<file path="src/rtl/pixel_feeder.sv">
// pixel_feeder
// Gathers a raster-order pixel stream into two ping-pong row buffers. Each
// complete row is handed to a consumer, one row for each request.
//
// Ports:
//   clk        single clock; all state changes on the rising edge
//   rst        asynchronous active-low reset
//   pix_valid  pix_data carries a pixel this cycle
//   pix_data   incoming pixel, raster order
//   pix_sof    first pixel of a frame (qualified by pix_valid)
//   pix_ready  the feeder accepts a pixel this cycle
//   request    consumer asks for the next row (one row per high cycle)
//   ready      one-cycle pulse; o_data / o_sof / line_id are valid
//   o_data     packed row; pixel k at bits [(k+1)*PIX_W-1 : k*PIX_W]
//   o_sof      the delivered row is row 0 of a frame
//   line_id    row index within the frame
//   err        sticky; set by a mid-row sof or by an extra request while one is pending
module pixel_feeder #(
  parameter int PIX_W  = 8,
  parameter int PIX_N  = 96,
  parameter int LINE_W = 8
) (
  input  logic                   clk,
  input  logic                   rst,
  input  logic                   pix_valid,
  input  logic [PIX_W-1:0]       pix_data,
  input  logic                   pix_sof,
  output logic                   pix_ready,
  input  logic                   request,
  output logic                   ready,
  output logic [PIX_W*PIX_N-1:0] o_data,
  output logic                   o_sof,
  output logic [LINE_W-1:0]      line_id,
  output logic                   err
);

  localparam int CW = (PIX_N > 1) ? $clog2(PIX_N) : 1;
  localparam logic [CW-1:0] LAST_COL = CW'(PIX_N - 1);

  typedef enum logic {IDLE, PEND} state_t;

  state_t state, next_state;

  logic [PIX_W-1:0]  mem [2][PIX_N];
  logic [1:0]        full, full_nxt;
  logic [1:0]        buf_sof;
  logic [LINE_W-1:0] buf_line [2];
  logic [CW-1:0]     col;
  logic              wr_sel, rd_sel;
  logic [LINE_W-1:0] row_cnt;

  logic              accept, row_done, deliver, req_err;
  logic [CW-1:0]     col_eff;
  logic [LINE_W-1:0] row_eff;
  logic [PIX_W*PIX_N-1:0] rd_row;

  assign pix_ready = ~full[wr_sel];
  assign accept    = pix_valid & pix_ready;

  // A start-of-frame pixel always lands in column 0 of row 0. Any partial
  // row in progress is abandoned.
  assign col_eff  = pix_sof ? '0 : col;
  assign row_eff  = pix_sof ? '0 : row_cnt;
  assign row_done = accept && (col_eff == LAST_COL);

  for (genvar k = 0; k < PIX_N; k++) begin : g_pack
    assign rd_row[k*PIX_W +: PIX_W] = mem[rd_sel][k];
  end

  // Output FSM state register
  always_ff @(posedge clk or negedge rst) begin
    if (!rst) state <= IDLE;
    else      state <= next_state;
  end

  // Next-state logic and the decision to release a row.
  // A row is never released while ready is already high, so that two pulses
  // cannot occur back to back. A request made in that cycle waits in PEND.
  always_comb begin
    next_state = state;
    deliver    = 1'b0;
    req_err    = 1'b0;
    case (state)
      IDLE: begin
        if (request) begin
          if (full[rd_sel] && !ready) deliver    = 1'b1;
          else                        next_state = PEND;
        end
      end
      PEND: begin
        if (request) req_err = 1'b1;
        if (full[rd_sel] && !ready) begin
          deliver    = 1'b1;
          next_state = IDLE;
        end
      end
      default: next_state = IDLE;
    endcase
  end

  // The row completion and the row release always touch different buffers.
  // Both updates are therefore applied to the flag vector.
  always_comb begin
    full_nxt = full;
    if (deliver)  full_nxt[rd_sel] = 1'b0;
    if (row_done) full_nxt[wr_sel] = 1'b1;
  end

  // Pixel storage. It needs no reset because a full flag guards every read.
  always_ff @(posedge clk) begin
    if (accept) mem[wr_sel][col_eff] <= pix_data;
  end

  // Write-side bookkeeping, buffer flags and registered outputs
  always_ff @(posedge clk or negedge rst) begin
    if (!rst) begin
      full        <= '0;
      buf_sof     <= '0;
      buf_line[0] <= '0;
      buf_line[1] <= '0;
      col         <= '0;
      wr_sel      <= 1'b0;
      rd_sel      <= 1'b0;
      row_cnt     <= '0;
      ready       <= 1'b0;
      o_data      <= '0;
      o_sof       <= 1'b0;
      line_id     <= '0;
      err         <= 1'b0;
    end else begin
      full  <= full_nxt;
      ready <= deliver;
      if (deliver) begin
        o_data  <= rd_row;
        o_sof   <= buf_sof[rd_sel];
        line_id <= buf_line[rd_sel];
        rd_sel  <= ~rd_sel;
      end
      if (accept) begin
        if (pix_sof) begin
          buf_sof[wr_sel] <= 1'b1;
          if (col != '0) err <= 1'b1;
        end else if (col == '0) begin
          buf_sof[wr_sel] <= 1'b0;
        end
        if (col_eff == LAST_COL) begin
          buf_line[wr_sel] <= row_eff;
          col              <= '0;
          wr_sel           <= ~wr_sel;
          row_cnt          <= row_eff + 1'b1;
        end else begin
          col     <= col_eff + 1'b1;
          row_cnt <= row_eff;
        end
      end
      if (req_err) err <= 1'b1;
    end
  end

endmodule

</file>
<file path="config.mk">
export PLATFORM = sky130hd
export DESIGN_NAME = pixel_feeder
export DESIGN_NICKNAME = d
export VERILOG_FILES = /design/src/rtl/pixel_feeder.sv
export SDC_FILE = /design/constraint.sdc
export NUM_CORES = 2
export LEC_CHECK = 0
export ABC_CLOCK_PERIOD_IN_PS = 2810
export BUFFER_PORTS_ARGS = -buffer_cell sky130_fd_sc_hd__buf_2
export CAP_MARGIN = 15
export CORE_UTILIZATION = 59
export CTS_BUF_LIST = sky130_fd_sc_hd__clkbuf_16
export DETAILED_ROUTE_END_ITERATION = 8
export PLACE_DENSITY = 0.83
export SLEW_MARGIN = 20
export SYNTH_ARGS = -nofsm -noshare
export SYNTH_HDL_FRONTEND = slang
export SYNTH_SLANG_ARGS = --single-unit
export TNS_END_PERCENT = 20
</file>
<file path="constraint.sdc">
create_clock -name clk -period 2.81 [get_ports clk]
set_input_delay 0.562 -clock clk [delete_from_list [all_inputs] [get_ports clk]]
set_output_delay 0.562 -clock clk [all_outputs]
set_load 0.02 [all_outputs]
</file>
* Yosys cells after proc, flatten, opt, wreduce, memory -nomap -nowiden *
Memories as Yosys holds them, arrays and structs flattened. A register that Yosys moved wholly into a read port is not among the register bits.
Index checks and enable logic that the tools add are counted.

operators by class
  $add $sub $neg = 2
  multipliers = 0
  divide/modulo/power cells = 0
  magnitude comparators = 9
  equality and inequality tests = 1
  shift operators = 0
  mux-type cells = 40
  bitwise gates (word level) = 14
  reductions and logical operators = 17

operators by type and width
  operator                                            number
  2-to-1 mux 768 bit                                  1
  demux 8 bit (select 7 bit)                          1
  2-to-1 mux 8 bit                                    7
  2-to-1 mux 1 bit                                    19
  bitwise mux 16 bit                                  1
  2-to-1 mux 7 bit                                    2
  adder 8 x 1 -> 8 bit, second input constant         1
  demux 8 bit (select 1 bit)                          1
  >= comparator 8 bit, second input constant          1
  < comparator 8 x 1 -> 1 bit, second input constant  1
  2-to-1 mux 2 bit                                    4
  NOT 7 -> 8 bit                                      1
  nonzero test 2 bit                                  4
  adder 7 x 1 -> 7 bit, second input constant         1
  == test 7 bit, second input constant                1
  logical NOT 7 bit                                   1
  nonzero test 7 bit                                  1
  logical AND 1 bit                                   6
  AND 2 bit                                           2
  >= comparator 2 bit, second input constant          2
  < comparator 1 x 2 -> 1 bit, second input constant  2
  NOT 1 bit                                           4
  NOT 1 -> 2 bit                                      2
  NOT 2 bit                                           2
  9 further kinds                                     15

storage, ports and cells
  register bits = 49
  latch bits = 0
  memory bits (writable) = 1536
  bits in read-only memories = 0
  logic and storage cells = 97
  memories kept = 1

memories
  name  words  width  read ports  clocked after Yosys merged registers in  wr ports  line  source
  mem   2      768    1           1                                        1         44    logic [PIX_W-1:0] mem [2][PIX_N];

* Logic depth before layout (Yosys ltp) *
  depth after elaboration = 9
  depth in mapped cells = 10
  depth with buffers taken out = 5

* Worst setup path before layout *
No wires, ideal clock.

  kind = input -> register
  from = in pix_valid
  to = mem mem[0][480] in the netlist's numbering, enable pin
  setup time = 370 ps
  arrival = 1981 ps
  data required time = 2440 ps
  slack = 458 ps
  stages = 5
  path buffers = 1
  cell sequence = or3b_2 nor3_1 nand3_1 clkbuf_1 nor2_1

between the ends
  longest elaborated chain between the ends = 3

RTL lines
  element                                   line  source
  start: declaration                        25    input logic pix_valid,
  AND 1 bit                                 58    assign accept = pix_valid & pix_ready;
  2-to-1 mux 1 bit                          111   if (accept) mem[wr_sel][col_eff] <= pix_data;
  2-to-1 mux 768 bit (implied by the code)  111
  end: declaration                          44

No other way between the ends.

* Worst setup path after layout *
  from = reg wr_sel
  to = out pix_ready

between the ends
  longest elaborated chain between the ends = 3

RTL lines
  element                                               line  source
  start: declaration                                    49    logic wr_sel, rd_sel;
  start signal: assignment                              149   wr_sel <= ~wr_sel;
  2-to-1 mux 1 bit (implied by the code) (2 in series)  57    assign pix_ready = ~full[wr_sel];
  NOT 1 bit                                             57
  end: declaration                                      28    output logic pix_ready,

No other way between the ends. The select of a mux whose other input is x is not followed.

==> results.py <==
metrics = {
    "outcome": {
        "status": "complete, no violations",
    },
    "placement": {
        "dp_cells": 8075,
        "pre_cts_slack_ns": 0.0114,
        "placed_area_um2": 92500,
        "gp_congestion": 0.862,
        "portBuffers": 792,
        "hpwl_um": 141000,
    },
    "layout": {
        "drive_above_1_share": 0.226,
        "final_area_um2": 99700,
        "finalNonFillerCells": 8484,
        "seqCellArea_um2": 66600,
        "layout.nets": 6416,
        "fin_util": 0.705,
        "multi_input_area_um2": 16400,
        "areaGrowthSynthToFinish_pct": 18.5,
        "fillers": 8475,
    },
    "timing": {
        "whs_ns": 0.108,
        "finalCriticalPeriod_ns": 2.68,
        "rsz0062_at_grt": "no",
        "period_share": 0.955,
        "slew_headroom": 0.364,
        "max_freq_mhz": 373,
        "drv_slew": 0,
        "finalSetupViolCount": 0,
        "hold_viol": 0,
        "tns_ns": 0,
        "setup_ws_ns": 0.126,
        "worst_pin_slew_ns": 0.953,
        "fin_skew_ns": 0.0592,
    },
    "worst_setup_path": {
        "path_max_fanout": 10,
        "arrival_ns": 2.12,
        "r2r_setup_slack_ns": 0.27,
        "crit_required_ns": 2.25,
        "reg2regPathDepth": 4,
        "crit_path_start_kind": "register",
        "end_kind": "output pin",
        "crit_type": "reg2out",
        "r2r_start": "rd_sel",
        "worstReg2RegEnd": "o_data[153]",
    },
    "route": {
        "route.detailed.drc": 0,
        "first_pass_iters": 6,
        "detailedRoute.firstIterationViolations": 5597,
        "wl_met3_um": 19200,
        "drtAntennaViolNets": 0,
        "top_layer": "met5",
        "wl_met1_um": 82400,
        "detail_route.wl_per_cell_um": 26.2,
        "dr_total_vias": 50100,
        "totalWireLength_um": 223000,
        "wl_met2_um": 107000,
        "via_per_inst": 5.91,
    },
    "grt": {
        "grt_remaining_overflow": 0,
        "grt_first_pass_wirelength_um": 323000,
        "grt_usage": 0.307,
        "antenna_found_initial": 8,
        "grt_max_degree": 210,
        "grt_pass1_vias": 49700,
    },
    "power": {
        "ir_drop_v": 0.000603,
        "p_leak_nw": 41.4,
        "p_total_mw": 71.5,
        "p_per_area_nw_per_um2": 716,
    },
    "yosys": {
        "ys_ff_latch": 2353,
        "synth_edf_count": 1536,
        "synthMostInstantiatedCell": "edfxtp_1",
        "syn_nets": 5365,
        "synth-seq-area-share": 0.791,
        "synth_top_flop_cell": "edfxtp_1",
        "synth_top_cell_by_area": "edfxtp_1",
        "yosys-top-cells-count": "1536 x edfxtp_1, 819 x nand2_1, 817 x dfrtp_1, 780 x mux2i_1, 500 x o21ai_1",
        "synthCells": 5351,
        "synth_top_area_frac": 0.548,
        "avgSynthCellArea_um2": 15.7,
        "netlist_area_um2": 84200,
        "async_flop_share": 0.347,
        "yosys_warnings": 0,
        "yosys-top-cells-area": "edfxtp_1 55%, dfrtp_1 24%, mux2i_1 9.3%",
        "ys_types": 45,
    },
    "clock_tree": {
        "clk_latency_ns": 0.88,
        "cts_tree": "yes",
        "cts_max_level": 4,
        "cts.clk_slew.worst_paths_ns": 0.06,
        "cts.sink_count": 2353,
        "cts-root-buf": "clkbuf_16",
        "cts_buffers": 212,
        "clockBufferDepth": 3,
    },
    "worst_hold_path": {
        "hold_class": "in2reg",
        "whs_path_depth": 4,
        "min_from": "pix_valid",
    },
    "floorplanning": {
        "die_w_um": 380,
        "fp-row-count": 138,
        "initial_core_util": 0.594,
        "boundaryPins": 793,
        "die_h_um": 380,
        "dieArea_um2": 144000,
        "coreArea_um2": 142000,
    },
    "job": {
        "maxCapViolations": 0,
    },
}
[worst max path at each step]
stage / startpoint / endpoint / slack [ns] / depth (start not counted)
4_1_cts: wr_sel / pix_ready / 0.1 / 2
6_report: wr_sel / pix_ready / 0.13 / 2
3_3_place_gp: pix_sof / mem[1][20] / 0.07 / 5
2_1_floorplan: pix_valid / mem[0][480] / 0.46 / 5
3_5_place_dp: pix_sof / mem[1][23] / 0.01 / 5
5_1_grt: wr_sel / pix_ready / 0.05 / 2
[cells by family after synthesis]
group	count (synthesis)	share of synthesized area
buf+inv	309	0.0152
flops	2353	0.791
simple gates	1074	0.0496
compound gates	818	0.0493
mux	794	0.0946
fa+ha+maj	1	0.000149
xor+xnor	2	0.000208
[state kept, by name, summed over array words and instances (netlist names), named ones only]
register	flops
state	1
mem	1536
buf_line	16
col	7
wr_sel	1
rd_sel	1
line_id	8
row_cnt	8
full	2
o_sof	1
ready	1
err	1
o_data	768
[cell type report]
cell class	instances	share of cell area
Sequential cell	2353	0.667
Multi-Input combinational cell	2689	0.164
Timing Repair Buffer	1140	0.0724
Clock buffer	220	0.0552
Tap cell	1890	0.0237
Clock inverter	185	0.0168
Inverter	6	0.000226
Antenna cell	1	0.0000251
[routing by layer]
| metal | track usage | up-vias |
|---|---|---|
| met3 | 0.0556 | 609 |
| li1 | - | 21500 |
| met1 | 0.400 | 25200 |
| met4 | 0.176 | 4 |
| met5 | 0 | - |
| met2 | 0.490 | 2782 |
[placed cells by master, fill, tap and decap left out, drive strengths merged, types with 5 or more instances in the layout]
master,Yosys,routed
edfxtp,1536,1536
buf,97,1137
nand2,819,819
dfrtp,817,817
o21ai,797,797
mux2i,780,780
clkbuf,206,220
nor2,203,203
clkinv,0,102
inv,6,59
bufinv,0,21
mux2,14,14
nor2b,12,12
clkinvlp,0,9
or3,6,6
nor3,5,5
and2,5,5
a21oi,5,5
o311ai,5,5
nand3,5,5
[repair_timing]
action / in CTS / in global routing
gates resized for setup: 0 / 1
buffers inserted: 0 / 0
endpoints found under the setup margin: 0 / 2
hold endpoints to repair: 127 / 0
hold buffers: 3 / 0
[worst max-delay path, cell delays in order (launching register included)]
cell and delay, ns:
dfrtp_1 0.53, mux2i_1 0.43, buf_2 0.30
[report_power, final]
group          switching [mW]  total [mW]  internal (mW)
combinational            2.86        4.05           1.18
sequential              0.517        38.1           37.6
clock                    13.0        29.3           16.3
total                    16.4        71.5           55.0
Note: power is estimated with default switching activity, not from simulation.
